## config.mk

```make
export PLATFORM = sky130hd
export DESIGN_NAME = pc_select_controller
export DESIGN_NICKNAME = d
export VERILOG_FILES = /design/src/rtl/pc_select_controller.sv
export SDC_FILE = /design/constraint.sdc
export NUM_CORES = 1
export LEC_CHECK = 0
export ABC_AREA = 1
export BUFFER_PORTS_ARGS = -buffer_cell sky130_fd_sc_hd__buf_2
export CAP_MARGIN = 10
export CORE_MARGIN = 3
export CORE_UTILIZATION = 45
export DETAILED_ROUTE_END_ITERATION = 7
export GPL_TIMING_DRIVEN = 0
export PLACE_DENSITY_LB_ADDON = 0.25
export SYNTH_ARGS = -nofsm -noshare
export SYNTH_HDL_FRONTEND = slang
export SYNTH_SLANG_ARGS = --single-unit
export TNS_END_PERCENT = 5
```

## constraint.sdc

```tcl
create_clock -name clk -period 1.47 [get_ports clk]
set_input_delay 0.147 -clock clk [delete_from_list [all_inputs] [get_ports clk]]
set_output_delay 0.147 -clock clk [all_outputs]
set_load 0.02 [all_outputs]
```

## src/rtl/pc_select_controller.sv

```systemverilog
// Next-PC sequencer: owns the PC, drives the fetch mux inputs/select and buffers one redirect.
// Optional macro PC_SELECT_BYPASS_EN forwards an unbuffered redirect to the mux in its accept cycle.
module pc_select_controller #(
   parameter int               WIDTH    = 32,
   parameter logic [WIDTH-1:0] RESET_PC = '0,
   parameter int               INC      = 4
) (
   input  logic             clk,
   input  logic             rst,
   input  logic             stall,
   input  logic             branch_valid,
   input  logic [WIDTH-1:0] branch_target,
   output logic             branch_ready,
   output logic [WIDTH-1:0] seq_pc,
   output logic [WIDTH-1:0] tgt_pc,
   output logic             mux_select,
   input  logic [WIDTH-1:0] mux_out,
   output logic [WIDTH-1:0] pc,
   output logic             pc_valid,
   output logic             flush
);

   localparam logic [0:0] ST_BOOT = 1'b0;
   localparam logic [0:0] ST_RUN  = 1'b1;

   logic [0:0]       state_q, state_d;
   logic [WIDTH-1:0] pc_q, pc_d;
   logic [WIDTH-1:0] tgt_q, tgt_d;
   logic             pending_q, pending_d;
   logic             flush_q, flush_d;
   logic             accept;
   logic             bypass;

   assign accept = branch_valid && !pending_q;

`ifdef PC_SELECT_BYPASS_EN
   // A fresh redirect with nothing buffered and no stall goes straight to the mux.
   assign bypass = (state_q == ST_RUN) && !stall && accept;
`else
   assign bypass = 1'b0;
`endif

   always_comb begin
      // NOTE: every _d gets a hold default first so no path leaves it unassigned (no latches).
      state_d   = ST_RUN;
      pc_d      = pc_q;
      tgt_d     = tgt_q;
      pending_d = pending_q;
      flush_d   = 1'b0;

      if (accept) begin
         tgt_d     = branch_target;
         pending_d = 1'b1;
      end

      // The PC only ever loads from the external mux, even when redirecting.
      if (state_q == ST_RUN && !stall) begin
         pc_d = mux_out;
         if (pending_q || bypass) begin
            pending_d = 1'b0;
            flush_d   = 1'b1;
         end
      end
   end

   always_ff @(posedge clk) begin
      // NOTE: sequential state uses non-blocking assignments so all registers update together.
      if (rst) begin
         state_q   <= ST_BOOT;
         pc_q      <= RESET_PC;
         tgt_q     <= '0;
         pending_q <= 1'b0;
         flush_q   <= 1'b0;
      end else begin
         state_q   <= state_d;
         pc_q      <= pc_d;
         tgt_q     <= tgt_d;
         pending_q <= pending_d;
         flush_q   <= flush_d;
      end
   end

   assign branch_ready = !pending_q;
   assign seq_pc       = pc_q + WIDTH'(INC);
   assign tgt_pc       = bypass ? branch_target : tgt_q;
   assign mux_select   = pending_q | bypass;
   assign pc           = pc_q;
   assign pc_valid     = (state_q == ST_RUN);
   assign flush        = flush_q;

endmodule

```

== Word-level counts from Yosys, hierarchy flattened ==
Index checks and enable logic that the tools add are counted.

* Input port bits: 68
* Output and inout bits: 100
* Flip-flop bits (word level): 67

* Multiplexer cells: 5
* Reduce and logical (&&, ||, !) cells: 5
* $add $sub $neg: 1
* Bitwise gates (word level): 1

{| class="wikitable"
|+ Operator list
! cell !! count
|-
| $add A32 B3 Y32 const B || 1
|-
| $mux W1 || 5
|-
| $logic_and A1 B1 Y1 || 2
|-
| $logic_not A1 Y1 || 2
|-
| $reduce_or A2 Y1 || 1
|-
| $not A1 Y1 || 1
|}

== Depth between registers and ports, before layout ==
Gate-level depths: netlist of the first run.

* Word-level depth: 5
* Gate-level depth with buffers: 8
* Gate-level depth less buffers: 8

== Least setup slack after synthesis of the first run ==
OpenSTA, ideal clock, no wires.

* Path type: reg-to-output
* Start point: register pc_q[3], in the netlist pc[3]
* End point: output port seq_pc[18]
* Required time: 1323 ps
* Path slack: -230 ps
* Data arrival time: 1553 ps
* Stages on the path, launching flop included: 7
* Path through: dfxtp_1 > ha_1 > nand2_1 > nor2_1 > nand2_2 > nor2_2 > xor2_1

* Longest elaborated chain between the ends: 1

{| class="wikitable"
|+ RTL lines
! item !! RTL line !! RTL
|-
| start: declaration || 27 || <nowiki>logic [WIDTH-1:0] pc_q, pc_d;</nowiki>
|-
| start signal: assignment || 76 || <nowiki>pc_q <= pc_d;</nowiki>
|-
| $add A32 B3 Y32 || 84 || <nowiki>assign seq_pc = pc_q + WIDTH'(INC);</nowiki>
|-
| end: declaration || 14 || <nowiki>output logic [WIDTH-1:0] seq_pc,</nowiki>
|}

No other way between the ends.

== Final worst setup path of the first run ==
* Start point: register pc_q[3], in the netlist pc[3]
* End point: output port seq_pc[8]

Same word-level chain as after synthesis.

==> results.yml, run 1 <==
timing:
  max_freq_mhz: 552
  final_hold_viol_count: 0
  setup_viol: 27
  fin_crit_sh_pct: 123
  worst_clock_skew_ps: 9.18
  period_minus_slack_ps: 1810
  worst_slack_ps: -340
  relSlewSlack_pct: 63.9
  drv_slew: 0
  grt_setup_unrepaired: "yes"
  tightest_slew_ps: 542
  whs_ps: 5.41
cts:
  path_clk_slew_ps: 80
  insertion_delay_ps: 330
  clockBufferDepth: 2
  root_buffer: "clkbuf_8"
  h-tree-depth: 3
  cts_buffers: 9
  cts_tree: "done"
  clock-sinks: 67
logic_synthesis:
  yosys_warnings: 0
  synth_cells: 453
  synth_cell_type_count: 26
  synth.avg_cell_area_sq_um: 6.97
  seq_area_frac_synth_pct: 42.5
  syn_nets: 522
  syn-cell-area_sq_um: 3160
  ys_ff_latch: 67
setup_path:
  rr_endpoint: "pc[31]"
  cp_max_fo: 4
  cp_common_cell: "buf_4"
  worstPathRequired_ps: 1320
  r2r_slack_ps: 160
  criticalPathCategory: "flip-flop to output pin"
  end_kind: "output pin"
  worstPathCellList: "ha_4 -> nand3_2 -> nor2_4 -> buf_4 -> buf_4 -> xor2_1 -> buf_4"
  startpoint_type: "flip-flop"
  crit_arrival_ps: 1660
  slowest_delay_ps: 380
  cpMaxStageDelayCell: "dfxtp_4"
  rr_worst_depth: 5
  r2r-start: "pc_valid"
cells_and_area:
  final_core_util_pct: 71.1
  n_fill_cell: 566
  drive_above_1_share_pct: 41.8
  antenna_cells: 0
  final_nets: 705
  area_delta_synth_final_pct: 48.0
  finalNonFillerCells: 734
pwr:
  intPower_mw: 3.14
  p_comb_share_pct: 20.5
  switchingPower_mw: 1.46
  clkPwrFrac_pct: 34.1
  p_per_area_nw_per_um2: 985
  p_sw_share_pct: 31.7
  p_leak_nw: 2.36
  seq_power_share_pct: 45.3
  power.total_mw: 4.60
  vdd_ir_drop_max_mv: 0.756
die:
  die_area_sq_um: 8050
  fp-row-count: 29
  initial_core_util_pct: 48.0
  die_h_um: 89.7
  core_area_sq_um: 6570
  io_pins: 168
  dieWidth_um: 89.7
placed_design:
  io_buffers: 167
  dp.cells: 713
  dpl.hpwl_um: 7680
  finalWeightedCongestion: 0.898
drt:
  first_pass_iters: 4
  routedWlPerCell_um: 13.6
  vias_per_cell: 4.86
  ant_nets: 0
  drt_iter0_drc: 168
  vias: 3569
  routed_wl_um: 10000
  drc: 0
worst_hold_path:
  hold_depth: 2
  holdPathEnd: "flush"
  hold_class: "primary input to flip-flop"
  hp-start: "rst"
outcome:
  status: "finished with violations"
  violations: "setup timing"
flow_run:
  max_cap_viol_count: 0
global_routing:
  gr-total-overflow: 0
  antenna_found_initial: 0
  grt_pass1_wl_um: 16000
  grt_max_degree: 13
  track_usage_pct: 24.1
  grt_pass1_vias: 3424
## layout make-up
type                            instances  area (sq um)  area share (%)
Clock buffer                           10           138            2.95
Sequential cell                        67          1400            30.0
Timing Repair Buffer                  172           947            20.3
Buffer                                 21          92.6            1.98
Tap cell                               93           116            2.49
Multi-Input combinational cell        342          1820            39.1
Clock inverter                          6          63.8            1.37
Inverter                               23          86.3            1.85
## routing by layer
| metal | wire length, um | up-vias | track usage, % |
|---|---|---|---|
| li1 | - | 1784 | - |
| met1 | 3960 | 1616 | 27.9 |
| met2 | 4990 | 151 | 41.9 |
| met3 | 833 | 18 | 7.10 |
| met4 | 213 | 0 | 9.07 |
| met5 | 0 | - | 0 |
## synthesized netlist by cell type, drive strengths merged
library cell  count  area (sq um)
nor3              1          5.00
xnor2             5          43.8
o21ai            65           325
buf               8          43.8
ha                1          12.5
nand3             8          40.0
clkbuf           13          48.8
and2              1          6.26
nand4             1          6.26
nor2            150           652
xor2             10          95.1
a21oi            10          50.1
inv              23          86.3
nand2            84           354
nand3b            6          45.0
dfxtp            67          1340
## cell families after synthesis
| group | after synthesis | synth area share, % |
|---|---|---|
| xor+xnor | 15 | 4.40 |
| simple gates | 251 | 35.1 |
| compound gates | 75 | 11.9 |
| flops | 67 | 42.5 |
| fa+ha+maj | 1 | 0.396 |
| buf+inv | 44 | 5.67 |
## state kept, by name, summed over array words and instances, names as in the netlist
name and count:
pc 32, tgt_pc 32, flush 1, mux_select 1
pc_valid 1
## power groups by stage
| stage | sequential, mW | clock, mW | combinational [mW] |
|---|---|---|---|
| after global placement | 2.11 | 0 | 0.885 |
| after floorplan | 2.27 | 0 | 0.378 |
| final | 2.08 | 1.57 | 0.945 |
| after global routing | 2.10 | 1.67 | 1.03 |
| after detailed placement | 2.12 | 0 | 0.903 |
| after CTS | 2.09 | 1.58 | 0.932 |
## metrics by stage
step                TNS (ps)  instance area [sq um]  setup WS [ps]
floorplan              -44.2                   3240          -15.2
global placement       -1750                   4190           -175
detailed placement     -1950                   4190           -209
CTS                    -7290                   4570           -377
global route           -9360                   4670           -436
finish                 -6730                   4670           -340
## cell usage in the layout (no fill, tap or decap), drive strengths merged
cell	count
nor2	150
clkbuf	23
clkinv	2
dlygate4sd3	1
nand2	84
nand3	8
a21oi	10
clkinvlp	2
bufinv	1
dfxtp	67
buf	179
nand4	1
and2	1
inv	24
xnor2	5
nor3	1
xor2	10
o21ai	65
ha	1
nand3b	6
## what timing repair did
| action | in CTS | in global routing |
|---|---|---|
| pin swaps | 8 | 13 |
| buffers inserted | 3 | 1 |
| endpoints found under the setup margin | 27 | 58 |
| endpoints found under the hold margin | 0 | 1 |
| resized for setup | 62 | 29 |
| hold buffers | 0 | 1 |
## how the worst max path moves through the flow
| stage | start | end | slack, ps | cells past startpoint |
|---|---|---|---|---|
| 2_1_floorplan | pc[3] | seq_pc[10] | -20 | 5 |
| 3_3_place_gp | pc[3] | seq_pc[22] | -180 | 8 |
| 3_5_place_dp | pc[3] | seq_pc[22] | -210 | 8 |
| 4_1_cts | pc[3] | seq_pc[22] | -380 | 9 |
| 5_1_grt | pc[3] | seq_pc[28] | -440 | 9 |
| 6_report | pc[3] | seq_pc[8] | -340 | 7 |
## critical path, delay by kind of cell, from the launching register on
kind                     cells  cell delay, ps
AND/OR/NAND/NOR              2             270
adder cells (fa/ha/maj)      1             160
buffers and inverters        3             370
flip-flops                   1             380
XOR/XNOR                     1             160
(Power assumes the default switching activity.)
==> run 2, diff against run 1 <==
- CORE_UTILIZATION: 45 -> 30
- PLACE_DENSITY: default -> 0.55
- PLACE_DENSITY_LB_ADDON: 0.25 -> default
- SLEW_MARGIN: default -> 20
==> results.yml, run 2 (synthesis results as in run 1) <==
outcome:
  status: "finished with violations"
  violations: "setup timing"
setup_path:
  end_kind: "output pin"
  r2r-start: "mux_select"
  worstPathRequired_ps: 1320
  criticalPathCategory: "flip-flop to output pin"
  cp_max_fo: 5
  crit_arrival_ps: 1650
  startpoint_type: "flip-flop"
  rr_endpoint: "tgt_pc[30]"
  r2r_slack_ps: 150
  rr_worst_depth: 5
cells_and_area:
  layout_common_cells: "buf_2 (151), nor2_1 (121), nand2_1 (71), o21ai_0 (65), dfxtp_1 (43)"
  drive_above_1_share_pct: 43.1
  final_core_util_pct: 48.2
  n_fill_cell: 1077
  area_delta_synth_final_pct: 52.7
  finalNonFillerCells: 776
  layout_commonest_cell: "buf_2"
  finalInstanceArea_sq_um: 4820
  antenna_cells: 0
  final_nets: 707
worst_hold_path:
  holdPathEnd: "pc[24]"
  hold_class: "primary input to flip-flop"
  hold_depth: 3
  hp-start: "mux_out[24]"
global_routing:
  antenna_found_initial: 0
  track_usage_pct: 18.3
  grt-busiest-layer: "met2"
  grt_pass1_vias: 3444
  use_met1_pct: 22.5
  gr-total-overflow: 0
  grt_pass1_wl_um: 16800
  use_met2_pct: 30.3
  met3_usage_pct: 6.33
  grt_max_degree: 12
placed_design:
  dpl.hpwl_um: 8280
  place_area_sq_um: 4240
  finalWeightedCongestion: 0.859
  io_buffers: 167
  dp.cells: 753
timing:
  period_minus_slack_ps: 1800
  drv_slew: 0
  final_hold_viol_count: 0
  whs_ps: 23.9
  max_freq_mhz: 556
  tightest_slew_ps: 532
  worst_slack_ps: -328
  fin_crit_sh_pct: 122
  worst_clock_skew_ps: 3.87
  setup_viol: 26
  relSlewSlack_pct: 64.5
  grt_setup_unrepaired: "yes"
drt:
  first_pass_iters: 4
  vias_per_cell: 4.47
  drt_iter0_drc: 99
  ant_nets: 0
  vias: 3470
  routed_wl_um: 10600
  routedWlPerCell_um: 13.6
  drc: 0
die:
  dieWidth_um: 109
  die_h_um: 109
  io_pins: 168
  initial_core_util_pct: 31.6
  core_area_sq_um: 10000
  die_area_sq_um: 11800
  fp-row-count: 36
cts:
  insertion_delay_ps: 340
  clockBufferDepth: 2
  clock-sinks: 67
  cts_tree: "done"
  root_buffer: "clkbuf_8"
  path_clk_slew_ps: 80
  cts_buffers: 9
  h-tree-depth: 3
pwr:
  vdd_ir_drop_max_mv: 0.482
  power.total_mw: 5.02
  p_per_area_nw_per_um2: 1040
  p_leak_nw: 2.42
flow_run:
  max_cap_viol_count: 0
run 2: cell types whose count changed in the layout (fill, tap and decap cells not counted), moves of 3 or more:
cell and change:
nor2_1 -5, nor2_2 +5, clkbuf_1 -3, clkbuf_2 +3
run 2: worst max-delay path by stage:
stage | start | end | slack, ps | cells past startpoint
3_5_place_dp | pc[3] | seq_pc[22] | -200 | 8
6_report | pc[2] | seq_pc[15] | -330 | 6
3_3_place_gp | pc[3] | seq_pc[20] | -180 | 7
2_1_floorplan | pc[3] | seq_pc[10] | -20 | 5
4_1_cts | pc[3] | seq_pc[22] | -390 | 9
5_1_grt | pc[2] | seq_pc[23] | -450 | 8
run 2: cell type report:
cell class | instances | area [sq um] | area share [%]
Multi-Input combinational cell | 342 | 1840 | 38.2
Sequential cell | 67 | 1400 | 29.0
Timing Repair Buffer | 174 | 968 | 20.1
Tap cell | 133 | 166 | 3.45
Clock buffer | 12 | 165 | 3.43
Buffer | 21 | 96.3 | 2.00
Clock inverter | 4 | 95.1 | 1.97
Inverter | 23 | 86.3 | 1.79
run 2: layer usage:
| layer | share of wire [%] | vias up |
|---|---|---|
| met3 | 8.9 | 4 |
| met1 | 43 | 1559 |
| met4 | 0.48 | 0 |
| met2 | 47 | 118 |
| met5 | 0 | - |
| li1 | - | 1789 |
run 2: worst max-delay path, stage by stage, from the launching register on:
cell and delay [ps]:
dfxtp_4 370, inv_1 120, nor2_8 190, nand2_4 80
nor2_4 200, xor2_2 190, buf_4 170
run 2: power breakdown:
group | internal [mW] | leakage (nW) | switching, mW
clock network | 1.26 | 0.133 | 0.720
logic | 0.362 | 1.72 | 0.588
registers | 1.95 | 0.566 | 0.132
run 2: timing repair:
action | CTS | global route
endpoints found under the hold margin | 3 | 0
pin swaps | 11 | 12
hold buffers | 2 | 0
resized for setup | 74 | 28
endpoints found under the setup margin | 27 | 59
setup buffers | 4 | 1
run 2: stage by stage:
stage          setup WS, ps  TNS (ps)
2_1_floorplan         -15.2     -44.2
3_3_place_gp           -181     -2180
3_5_place_dp           -201     -2480
4_1_cts                -392     -7760
5_1_grt                -447     -9540
6_report               -328     -6560
==> run 3, diff against run 2 <==
- clock period: 1.47 -> 1.9 ns (I/O delays scaled with it)
==> results.yml, run 3 (synthesis results as in run 1) <==
outcome:
  status: "finished, final reports clean"
cts:
  root_buffer: "clkbuf_8"
  cts_buffers: 9
  path_clk_slew_ps: 70
  h-tree-depth: 3
  insertion_delay_ps: 340
  cts_tree: "done"
  clockBufferDepth: 2
  clock-sinks: 67
setup_path:
  end_kind: "output pin"
  startpoint_type: "flip-flop"
  criticalPathCategory: "flip-flop to output pin"
  cp_max_fo: 6
  r2r-start: "pc_valid"
  r2r_slack_ps: 460
  rr_worst_depth: 5
  cpMaxStageDelayCell: "dfxtp_4"
  crit_arrival_ps: 1690
  rr_endpoint: "pc[2]"
  slowest_delay_ps: 410
  worstPathCellList: "nand2_2 -> nor2_8 -> nand2_4 -> nor2_4 -> xor2_1 -> buf_4"
  worstPathRequired_ps: 1710
pwr:
  power.total_mw: 3.46
  vdd_ir_drop_max_mv: 0.323
  switchingPower_mw: 1.14
  intPower_mw: 2.32
  p_leak_nw: 2.33
  clkPwrFrac_pct: 32.8
  p_comb_share_pct: 20.6
  seq_power_share_pct: 46.6
  p_per_area_nw_per_um2: 748
  p_sw_share_pct: 32.9
timing:
  max_freq_mhz: 532
  drv_slew: 0
  setup_viol: 0
  whs_ps: 34.1
  worst_clock_skew_ps: 10.4
  tightest_slew_ps: 609
  fin_crit_sh_pct: 99.0
  grt_setup_unrepaired: "yes"
  period_minus_slack_ps: 1880
  final_hold_viol_count: 0
  relSlewSlack_pct: 59.4
die:
  core_area_sq_um: 10000
  die_h_um: 109
  initial_core_util_pct: 31.6
  io_pins: 168
  fp-row-count: 36
  dieWidth_um: 109
  die_area_sq_um: 11800
global_routing:
  grt_max_degree: 13
  gr-total-overflow: 0
  grt_pass1_wl_um: 16400
  grt_pass1_vias: 3342
  track_usage_pct: 17.8
  antenna_found_initial: 0
worst_hold_path:
  holdPathEnd: "mux_select"
  hold_class: "primary input to flip-flop"
  hold_depth: 2
  hp-start: "rst"
cells_and_area:
  antenna_cells: 0
  final_nets: 703
  area_delta_synth_final_pct: 46.3
  layout_common_cells: "buf_2 (162), nor2_1 (125), nand2_1 (69), o21ai_0 (64), dfxtp_1 (43)"
  finalInstanceArea_sq_um: 4620
  drive_above_1_share_pct: 41.2
  final_core_util_pct: 46.2
  layout_commonest_cell: "buf_2"
  n_fill_cell: 1083
drt:
  vias_per_cell: 4.51
  routedWlPerCell_um: 13.7
  routed_wl_um: 10600
  drc: 0
  ant_nets: 0
  first_pass_iters: 4
  vias: 3484
  drt_iter0_drc: 123
placed_design:
  finalWeightedCongestion: 0.898
  dpl.hpwl_um: 8330
  io_buffers: 167
  place_area_sq_um: 4160
flow_run:
  max_cap_viol_count: 0
run 3: power by group through the flow:
stage | Sequential (mW) | Combinational [mW] | Clock (mW)
5_1_grt | 1.63 | 0.785 | 1.25
2_1_floorplan | 1.75 | 0.287 | 0
6_report | 1.61 | 0.713 | 1.13
3_5_place_dp | 1.64 | 0.701 | 0
4_1_cts | 1.61 | 0.706 | 1.18
3_3_place_gp | 1.63 | 0.694 | 0
run 3: metal layers:
metal  track usage [%]  part of all wire, %  vias up
met5                 0                    0        -
met3              5.85                  8.3       10
met1              22.4                   45     1573
li1                  -                    -     1783
met4              4.78                  1.2        0
met2              29.2                   46      118
run 3: worst max-delay path by stage:
stage | start | endpoint | slack [ps] | cells after the start
global route | pc[4] | seq_pc[15] | -50 | 6
CTS | pc[13] | seq_pc[15] | -40 | 6
global placement | pc[3] | seq_pc[18] | 130 | 7
finish | pc[4] | seq_pc[15] | 20 | 6
detailed placement | pc[3] | seq_pc[18] | 130 | 7
floorplan | pc[3] | seq_pc[18] | 160 | 6
run 3: timing repair:
| action | 4_1_cts | 5_1_grt |
|---|---|---|
| pin swaps | 3 | 18 |
| buffers inserted | 1 | 2 |
| hold endpoints to repair | 0 | 0 |
| resized for setup | 30 | 63 |
| setup endpoints to repair | 19 | 21 |
| hold buffers | 0 | 0 |
run 3: critical path: cells and delay by family (launching register included):
kind                   cells  cell delay, ps
buffers and inverters      1             180
AND/OR/NAND/NOR            4             530
XOR/XNOR                   1             220
flip-flops                 1             410
run 3: layout make-up:
cell class / count / area [sq um] / area share [%]
Buffer: 21 / 92.6 / 2.01
Clock buffer: 11 / 151 / 3.28
Clock inverter: 5 / 35.0 / 0.759
Inverter: 23 / 86.3 / 1.87
Multi-Input combinational cell: 342 / 1780 / 38.5
Sequential cell: 67 / 1410 / 30.6
Tap cell: 133 / 166 / 3.60
Timing Repair Buffer: 170 / 898 / 19.5
run 3: stage by stage:
| stage | std cells | worst slack (ps) | TNS (ps) |
|---|---|---|---|
| after floorplan | 453 | 157 | 0 |
| after global placement | 753 | 133 | 0 |
| after detailed placement | 753 | 130 | 0 |
| after CTS | 770 | -43.3 | -107 |
| after global routing | 772 | -54.5 | -375 |
| final | 772 | 19.9 | 0 |
